<file path="src/rtl/fb_pixel_writer.sv">
// fb_pixel_writer: rasterizer pixel writes -> address stage -> FIFO -> memory req/ack port.
// Optional full-framebuffer clear sweep is compiled in when FB_CLEAR_EN is defined.
module fb_pixel_writer #(
  parameter int FIFO_DEPTH = 16,
  parameter int FB_WIDTH   = 640,
  parameter int FB_HEIGHT  = 480,
  parameter int ADDR_W     = 19
) (
  input  logic              clk,
  input  logic              areset,
  input  logic              pix_we,
  input  logic [9:0]        pix_x,
  input  logic [9:0]        pix_y,
  input  logic [3:0]        pix_data,
  output logic              pix_full,
  output logic              overflow,
  output logic              mem_req,
  output logic [ADDR_W-1:0] mem_addr,
  output logic [3:0]        mem_wdata,
  input  logic              mem_ack,
  input  logic              clear_start,
  input  logic [3:0]        clear_color,
  output logic              clear_busy,
  output logic              idle
);

  localparam int PTR_W = $clog2(FIFO_DEPTH);
  localparam int ENT_W = ADDR_W + 4;
  localparam logic [PTR_W:0]    FULL_CNT  = (PTR_W+1)'(FIFO_DEPTH);
  localparam logic [PTR_W:0]    AFULL_CNT = (PTR_W+1)'(FIFO_DEPTH - 2);
  localparam logic [ADDR_W-1:0] LAST_ADDR = ADDR_W'(FB_WIDTH * FB_HEIGHT - 1);

  typedef enum logic [1:0] {S_IDLE, S_WRITE, S_CLEAR} state_t;

  state_t state, state_next;

  logic              in_bounds;
  logic              s_valid;
  logic [ADDR_W-1:0] s_addr;
  logic [3:0]        s_data;
  logic [ENT_W-1:0]  fifo_mem [FIFO_DEPTH];
  logic [PTR_W:0]    wr_ptr, rd_ptr, count;
  logic              fifo_empty, fifo_full;
  logic              push, pop, stage_hold, out_free;
  logic              clear_load, clear_step, clear_done;
  logic [3:0]        clear_color_q;

  assign in_bounds  = (32'(pix_x) < FB_WIDTH) && (32'(pix_y) < FB_HEIGHT);
  assign count      = wr_ptr - rd_ptr;
  assign fifo_empty = (count == '0);
  assign fifo_full  = (count == FULL_CNT);
  assign pix_full   = (count >= AFULL_CNT);
  assign out_free   = !mem_req || mem_ack;
  assign push       = s_valid && (!fifo_full || pop);
  assign stage_hold = s_valid && !push;
  assign idle       = fifo_empty && !s_valid && !mem_req && !clear_busy;

  // Address stage: registered multiply-add; holds its pixel while the FIFO cannot accept it
  always_ff @(posedge clk or posedge areset) begin
    if (areset) begin
      s_valid <= 1'b0;
      s_addr  <= '0;
      s_data  <= '0;
    end else if (!stage_hold) begin
      s_valid <= pix_we && in_bounds;
      s_addr  <= ADDR_W'(pix_y) * ADDR_W'(FB_WIDTH) + ADDR_W'(pix_x);
      s_data  <= pix_data;
    end
  end

  // Sticky drop flag: an in-bounds pixel arrived while the address stage was held
  always_ff @(posedge clk or posedge areset) begin
    if (areset)
      overflow <= 1'b0;
    else if (stage_hold && pix_we && in_bounds)
      overflow <= 1'b1;
  end

  // FIFO storage (no reset needed, validity tracked by the pointers)
  always_ff @(posedge clk) begin
    if (push)
      fifo_mem[wr_ptr[PTR_W-1:0]] <= {s_addr, s_data};
  end

  // FIFO pointers with an extra wrap bit so full and empty are distinguishable
  always_ff @(posedge clk or posedge areset) begin
    if (areset) begin
      wr_ptr <= '0;
      rd_ptr <= '0;
    end else begin
      if (push) wr_ptr <= wr_ptr + 1'b1;
      if (pop)  rd_ptr <= rd_ptr + 1'b1;
    end
  end

`ifdef FB_CLEAR_EN
  // Clear request latch: busy covers both pending and in-progress sweeps
  always_ff @(posedge clk or posedge areset) begin
    if (areset) begin
      clear_busy    <= 1'b0;
      clear_color_q <= '0;
    end else if (clear_start && !clear_busy) begin
      clear_busy    <= 1'b1;
      clear_color_q <= clear_color;
    end else if (clear_done) begin
      clear_busy    <= 1'b0;
    end
  end
`else
  logic unused_clear;
  assign clear_busy    = 1'b0;
  assign clear_color_q = '0;
  assign unused_clear  = ^{clear_start, clear_color};
`endif

  // FSM state register
  always_ff @(posedge clk or posedge areset) begin
    if (areset) state <= S_IDLE;
    else        state <= state_next;
  end

  // FSM next state and per-cycle control strobes
  always_comb begin
    state_next = state;
    pop        = 1'b0;
    clear_load = 1'b0;
    clear_step = 1'b0;
    clear_done = 1'b0;
    case (state)
      S_IDLE: begin
        if (!fifo_empty) begin
          pop        = out_free;
          state_next = S_WRITE;
        end
`ifdef FB_CLEAR_EN
        else if (clear_busy && !s_valid && !mem_req) begin
          clear_load = 1'b1;
          state_next = S_CLEAR;
        end
`endif
      end
      S_WRITE: begin
        if (!fifo_empty)   pop        = out_free;
        else if (out_free) state_next = S_IDLE;
      end
`ifdef FB_CLEAR_EN
      S_CLEAR: begin
        if (mem_ack) begin
          if (mem_addr == LAST_ADDR) begin
            clear_done = 1'b1;
            state_next = S_IDLE;
          end else begin
            clear_step = 1'b1;
          end
        end
      end
`endif
      default: state_next = S_IDLE;
    endcase
  end

  // Output register: reload on the ack cycle so transfers run back-to-back
  always_ff @(posedge clk or posedge areset) begin
    if (areset) begin
      mem_req   <= 1'b0;
      mem_addr  <= '0;
      mem_wdata <= '0;
    end else if (pop) begin
      mem_req                <= 1'b1;
      {mem_addr, mem_wdata}  <= fifo_mem[rd_ptr[PTR_W-1:0]];
    end else if (clear_load) begin
      mem_req   <= 1'b1;
      mem_addr  <= '0;
      mem_wdata <= clear_color_q;
    end else if (clear_step) begin
      mem_addr  <= mem_addr + 1'b1;
    end else if (mem_ack) begin
      mem_req   <= 1'b0;
    end
  end

endmodule

</file>
<file path="config.mk">
export PLATFORM = sky130hd
export DESIGN_NAME = fb_pixel_writer
export DESIGN_NICKNAME = d
export VERILOG_FILES = /design/src/rtl/fb_pixel_writer.sv
export SDC_FILE = /design/constraint.sdc
export NUM_CORES = 1
export LEC_CHECK = 0
export BUFFER_PORTS_ARGS = -buffer_cell sky130_fd_sc_hd__buf_2
export CAP_MARGIN = 30
export CORE_ASPECT_RATIO = 0.5
export CORE_MARGIN = 2
export CORE_UTILIZATION = 60
export DETAILED_ROUTE_END_ITERATION = 7
export PLACE_DENSITY = 0.76
export SYNTH_ARGS = -nofsm -noshare
export SYNTH_HDL_FRONTEND = slang
export SYNTH_SLANG_ARGS = --single-unit
</file>
<file path="constraint.sdc">
create_clock -name clk -period 4.95 [get_ports clk]
set_input_delay 0.495 -clock clk [delete_from_list [all_inputs] [get_ports clk]]
set_output_delay 0.495 -clock clk [all_outputs]
set_load 0.01 [all_outputs]
</file>
* Word level (Yosys, flattened, before mapping) *
Memory sizes are Yosys's and may differ from the RTL's. A register that Yosys moved wholly into a read port is not among the register bits.
Cells that the tools add are included.

word-level totals
  register bits = 38
  memory bits (writable) = 368
  bits of input ports = 33
  output and inout bits = 28
  memories kept = 1

cells by class
  add/subtract/negate cells = 4
  $mul = 1
  $lt $le $gt $ge = 3
  eq/ne operators = 5
  muxes and demuxes = 10
  reduce and logical (&&, ||, !) cells = 19

memory list
  memory    depth  width  rd ports  clocked after Yosys merged registers in  write ports  RTL line  text
  fifo_mem  16     23     1         1                                        1            41        logic [ENT_W-1:0] fifo_mem [FIFO_DEPTH];

operator list
  kind                   number
  $add 19x10->19         1
  $mul 10x3->12 const B  1
  $add 5x1->5 const B    2
  $lt 10x10->1 const B   1
  $lt 10x9->1 const B    1
  $logic_and 1x1->1      8
  $mux 1                 6
  $mux 2                 3
  $ne 2x2->1 const B     3
  $eq 5x5->1 const B     1
  $ge 5x4->1 const B     1
  $logic_not 5->1        1
  $sub 5x5->5            1
  $logic_not 1->1        4
  $pmux 2 s2             1
  $reduce_and 3->1       1
  $eq 2x1->1 const B     1
  $logic_not 2->1        1
  $logic_or 1x1->1       2
  $reduce_bool 2->1      1
  $reduce_or 2->1        1

* Longest topological paths before layout *
  word-level depth = 10
  depth in mapped cells = 14
  gate-level depth less buffers = 9

* Worst setup path before layout *
No wires, ideal clock.

  kind = register to register
  from = reg rd_ptr[2]
  to = mem fifo_mem[3][0] in the netlist's numbering (enable)
  setup time = 0.432 ns
  data arrival time = 4.042 ns
  required time = 4.518 ns
  setup slack = 0.476 ns
  stages on the path, launching flop included = 10
  period minus slack after synthesis = 4.474 ns
  cell sequence = dfrtp_1 -> inv_2 -> buf_1 -> ha_1 -> nor2b_1 -> o21a_1 -> or3_1 -> nand3_1 -> o211ai_1 -> nor3_1

between the ends
  longest elaborated chain between the ends = 8
  elaborated cells on any way between the ends = 10
  those cells by class = 1 x add/sub; 1 x eq/ne; 4 x mux; 4 x reduce/logical

RTL lines
  item                              RTL line  text
  from (decl)                       42        logic [PTR_W:0] wr_ptr, rd_ptr, count;
  from (signal assigned)            92        if (pop) rd_ptr <= rd_ptr + 1'b1;
  $sub 5x5->5 (*)                   49        assign count = wr_ptr - rd_ptr;
  $logic_not 5->1                   50        assign fifo_empty = (count == '0);
  $mux 1                            131, 143
  $mux 1                            -
  $logic_or 1x1->1 (*)              54        assign push = s_valid && (!fifo_full || pop);
  $logic_and 1x1->1 (*)             54
  $mux 1 (*)                        81        if (push)
  $mux 1 (implied by the code) (*)  82        fifo_mem[wr_ptr[PTR_W-1:0]] <= {s_addr, s_data};
  to (decl)                         41

Every way passes the cells marked *; elsewhere a longest branch is shown, timed or not.

* Worst setup path in the final report *
  from = reg rd_ptr[0]
  to = out idle

between the ends
  longest elaborated chain between the ends = 4

RTL lines
  item                            RTL line  text
  $sub 5x5->5                     49
  $logic_not 5->1                 50
  $logic_and 1x1->1 (2 in a row)  56        assign idle = fifo_empty && !s_valid && !mem_req && !clear_busy;
  to (decl)                       24        output logic idle

No other way between the ends.

==> impl_metrics.json <==
{
  "post_cts_resized": 0,
  "critPathLaunch": "rd_ptr[0]",
  "cts_made_buffers": 37,
  "finalHoldViolCount": 0,
  "status": "complete, no violations",
  "hold_class": "in -> reg",
  "cts_tree": "built",
  "maxCapViolations": 0,
  "postCtsHoldBufs": 1,
  "synth_seq_cells": 427,
  "power_leakage_nw": 6.577,
  "layout-drive-gt1-share": 0.3268,
  "viasPerCell": 6.399,
  "top_layer_used": "met5",
  "wl_met3_um": 3051,
  "io_buffers": 54,
  "drt-met1-wl_um": 14090,
  "r2r_slack_ns": 1.11,
  "grt_pass1_vias": 8616,
  "dp_hpwl_um": 18310,
  "grt_setup_unrepaired": "no",
  "worstSetupPathType": "reg -> out",
  "fmax_mhz": 250.6,
  "ys.flop_type": "edfxtp_1",
  "clock-root-buffer": "clkbuf_16",
  "required_ns": 4.45,
  "finalSetupViolCount": 0,
  "reg2reg_from": "rd_ptr[0]",
  "startpoint_type": "register",
  "area_delta_synth_final_pct": 11.53,
  "vias": 8280,
  "reg2reg_depth": 8,
  "place_inst": 1228,
  "worst_pin_slew_ns": 0.9389,
  "synthCells": 801,
  "synth-warning-count": 0,
  "syn_area_um2": 17220,
  "critPathBufInv": 1,
  "synthTopCellsByArea": "edfxtp_1 (64%), mux4_2 (15%), dfrtp_1 (8.6%)",
  "worstReg2RegEnd": "s_addr[6]",
  "die_y_um": 123.8,
  "cp_num_cells": 8,
  "maxSlewViolCount": 0,
  "core-area_um2": 27980,
  "start_util": 0.6154,
  "yosysUniqueCellTypes": 51,
  "path_max_fanout": 7,
  "num_rows": 43,
  "power_density_nw_per_um2": 532.6,
  "synth_edf_count": 368,
  "wl_met2_um": 17570,
  "slew_headroom": 0.3740,
  "peakVddDrop_uv": 251.3,
  "min_period_ns": 3.990,
  "gp_congestion": 0.8537,
  "drt_iter0_drc": 923,
  "path_cells": "ha_1 -> fa_1 -> xor2_1 -> and3_1 -> or4b_1 -> a22oi_1 -> nor3b_1 -> buf_2",
  "clk_path_buf_depth": 3,
  "drtPass1Iterations": 5,
  "grt_max_degree": 58,
  "nNetsFinal": 950,
  "antennaDiodeCount": 0,
  "finClkSkew_ns": 0.02316,
  "clkSinkCount": 427,
  "htreeDepth": 2,
  "synthTopCellsByCount": "edfxtp_1 (368), mux4_2 (115), dfrtp_1 (59)",
  "grt_use_total": 0.2449,
  "critPathTopFamily": "simple AND/OR/NAND/NOR gates",
  "critPathSlowestCell": "dfrtp_4",
  "ant_nets": 0,
  "syn_avg_cell_area_um2": 21.50,
  "grt_antenna_before_repair": 1,
  "min_period_over_period": 0.8060,
  "cp-endpoint": "idle",
  "chipWidth_um": 243.6,
  "worstSkewPairLatency_ns": 0.53,
  "ys_seq_area_frac": 0.7276,
  "clk_pin_slew_ns": 0.07,
  "synth_top_area_share": 0.6418,
  "endpoint_kind": "output port",
  "setup_tns_ns": 0,
  "fin_cells": 1294,
  "drc": 0,
  "wirelength_um": 35430,
  "yosysMostFrequentCell": "edfxtp_1",
  "boundaryPins": 61,
  "grt_pass1_wl_um": 52760,
  "wire_per_inst_um": 27.38,
  "ys_async_sr_fraction": 0.1382,
  "postCtsSetupBuffers": 0,
  "arrival_ns": 3.49,
  "fp.dieArea_um2": 30150,
  "syn_nets": 865,
  "synth_top_area_cell": "edfxtp_1",
  "slowest_delay_ns": 0.55,
  "overflow": 0
}
## report_power, final
| group | leakage (nW) | internal (mW) | total (mW) | switching (mW) |
|---|---|---|---|---|
| Sequential | 4.00 | 4.33 | 4.63 | 0.297 |
| Clock | 0.556 | 1.52 | 2.76 | 1.25 |
| Combinational | 2.02 | 1.50 | 2.84 | 1.34 |
## worst min path at each step
| stage | from | endpoint | slack (ns) | depth (start not counted) |
|---|---|---|---|---|
| finish | pix_data[3] | s_data[3] | 0.20 | 2 |
| global route | pix_x[3] | s_addr[3] | 0.19 | 2 |
| CTS | pix_x[3] | s_addr[3] | 0.19 | 2 |
| detailed placement | areset | rd_ptr[4] | 0.41 | 2 |
| global placement | mem_addr[6] | mem_addr[6] | 0.47 | 1 |
| floorplan | rd_ptr[4] | rd_ptr[4] | 0.46 | 1 |
## layer usage
metal / vias up / track usage
met3: 58 / 0.04309
li1: 3482 / -
met4: 2 / 0.07050
met5: - / 0
met1: 4353 / 0.3432
met2: 385 / 0.4076
## registers in the layout, indices dropped and copies added (netlist names)
| signal | cells |
|---|---|
| mem_wdata | 4 |
| s_addr | 19 |
| overflow | 1 |
| fifo_mem | 368 |
| s_data | 4 |
| mem_req | 1 |
| wr_ptr | 5 |
| s_valid | 1 |
| mem_addr | 19 |
| rd_ptr | 5 |
## final cells by class
| cell class | count | area, um^2 |
|---|---|---|
| clock buffers | 46 | 979.7 |
| inverters | 14 | 52.55 |
| repair buffers | 81 | 520.5 |
| multi-input cells | 325 | 4486 |
| flip-flops and latches | 427 | 12530 |
| fillers | 1735 | 8773 |
| well taps | 382 | 478.0 |
| clock inverters | 19 | 152.6 |
## cells in the final DEF (no fill, tap or decap), drive strengths merged, types with 9 or more instances in the layout
cell / n
edfxtp: 368
dfrtp: 59
and3: 15
clkinv: 13
ha: 28
xor2: 10
buf: 80
mux2: 46
xnor2: 13
inv: 15
mux4: 115
clkbuf: 46
nor2b: 9
## cells by family (layout without fill, tap and decap cells)
group / count (synthesis) / after routing / share of synthesized area
AOI/OAI and AO/OA: 37 / 37 / 0.01555
xor gates and xnor gates: 23 / 23 / 0.01170
adders and majority gates: 31 / 31 / 0.02384
buffers and inverters: 49 / 160 / 0.01286
DFF: 427 / 427 / 0.7276
muxes: 161 / 161 / 0.1840
other: 1 / 1 / 0.0002178
and+or+nand+nor: 72 / 72 / 0.02427
## through the flow
stage	utilization	cell area (um^2)	worst slack, ns	hold slack [ns]	power (mW)
5_1_grt	0.6864	19200	0.7947	0.1934	10.67
2_1_floorplan	-	17220	0.4759	0.4619	6.744
3_5_place_dp	0.6456	18060	1.172	0.4118	7.543
6_report	0.6864	19200	0.9601	0.2045	10.23
3_3_place_gp	0.6432	17990	1.220	0.4662	7.402
4_1_cts	0.6864	19200	0.9466	0.1892	10.31
No activity file was read; power rests on OpenSTA's default activity.
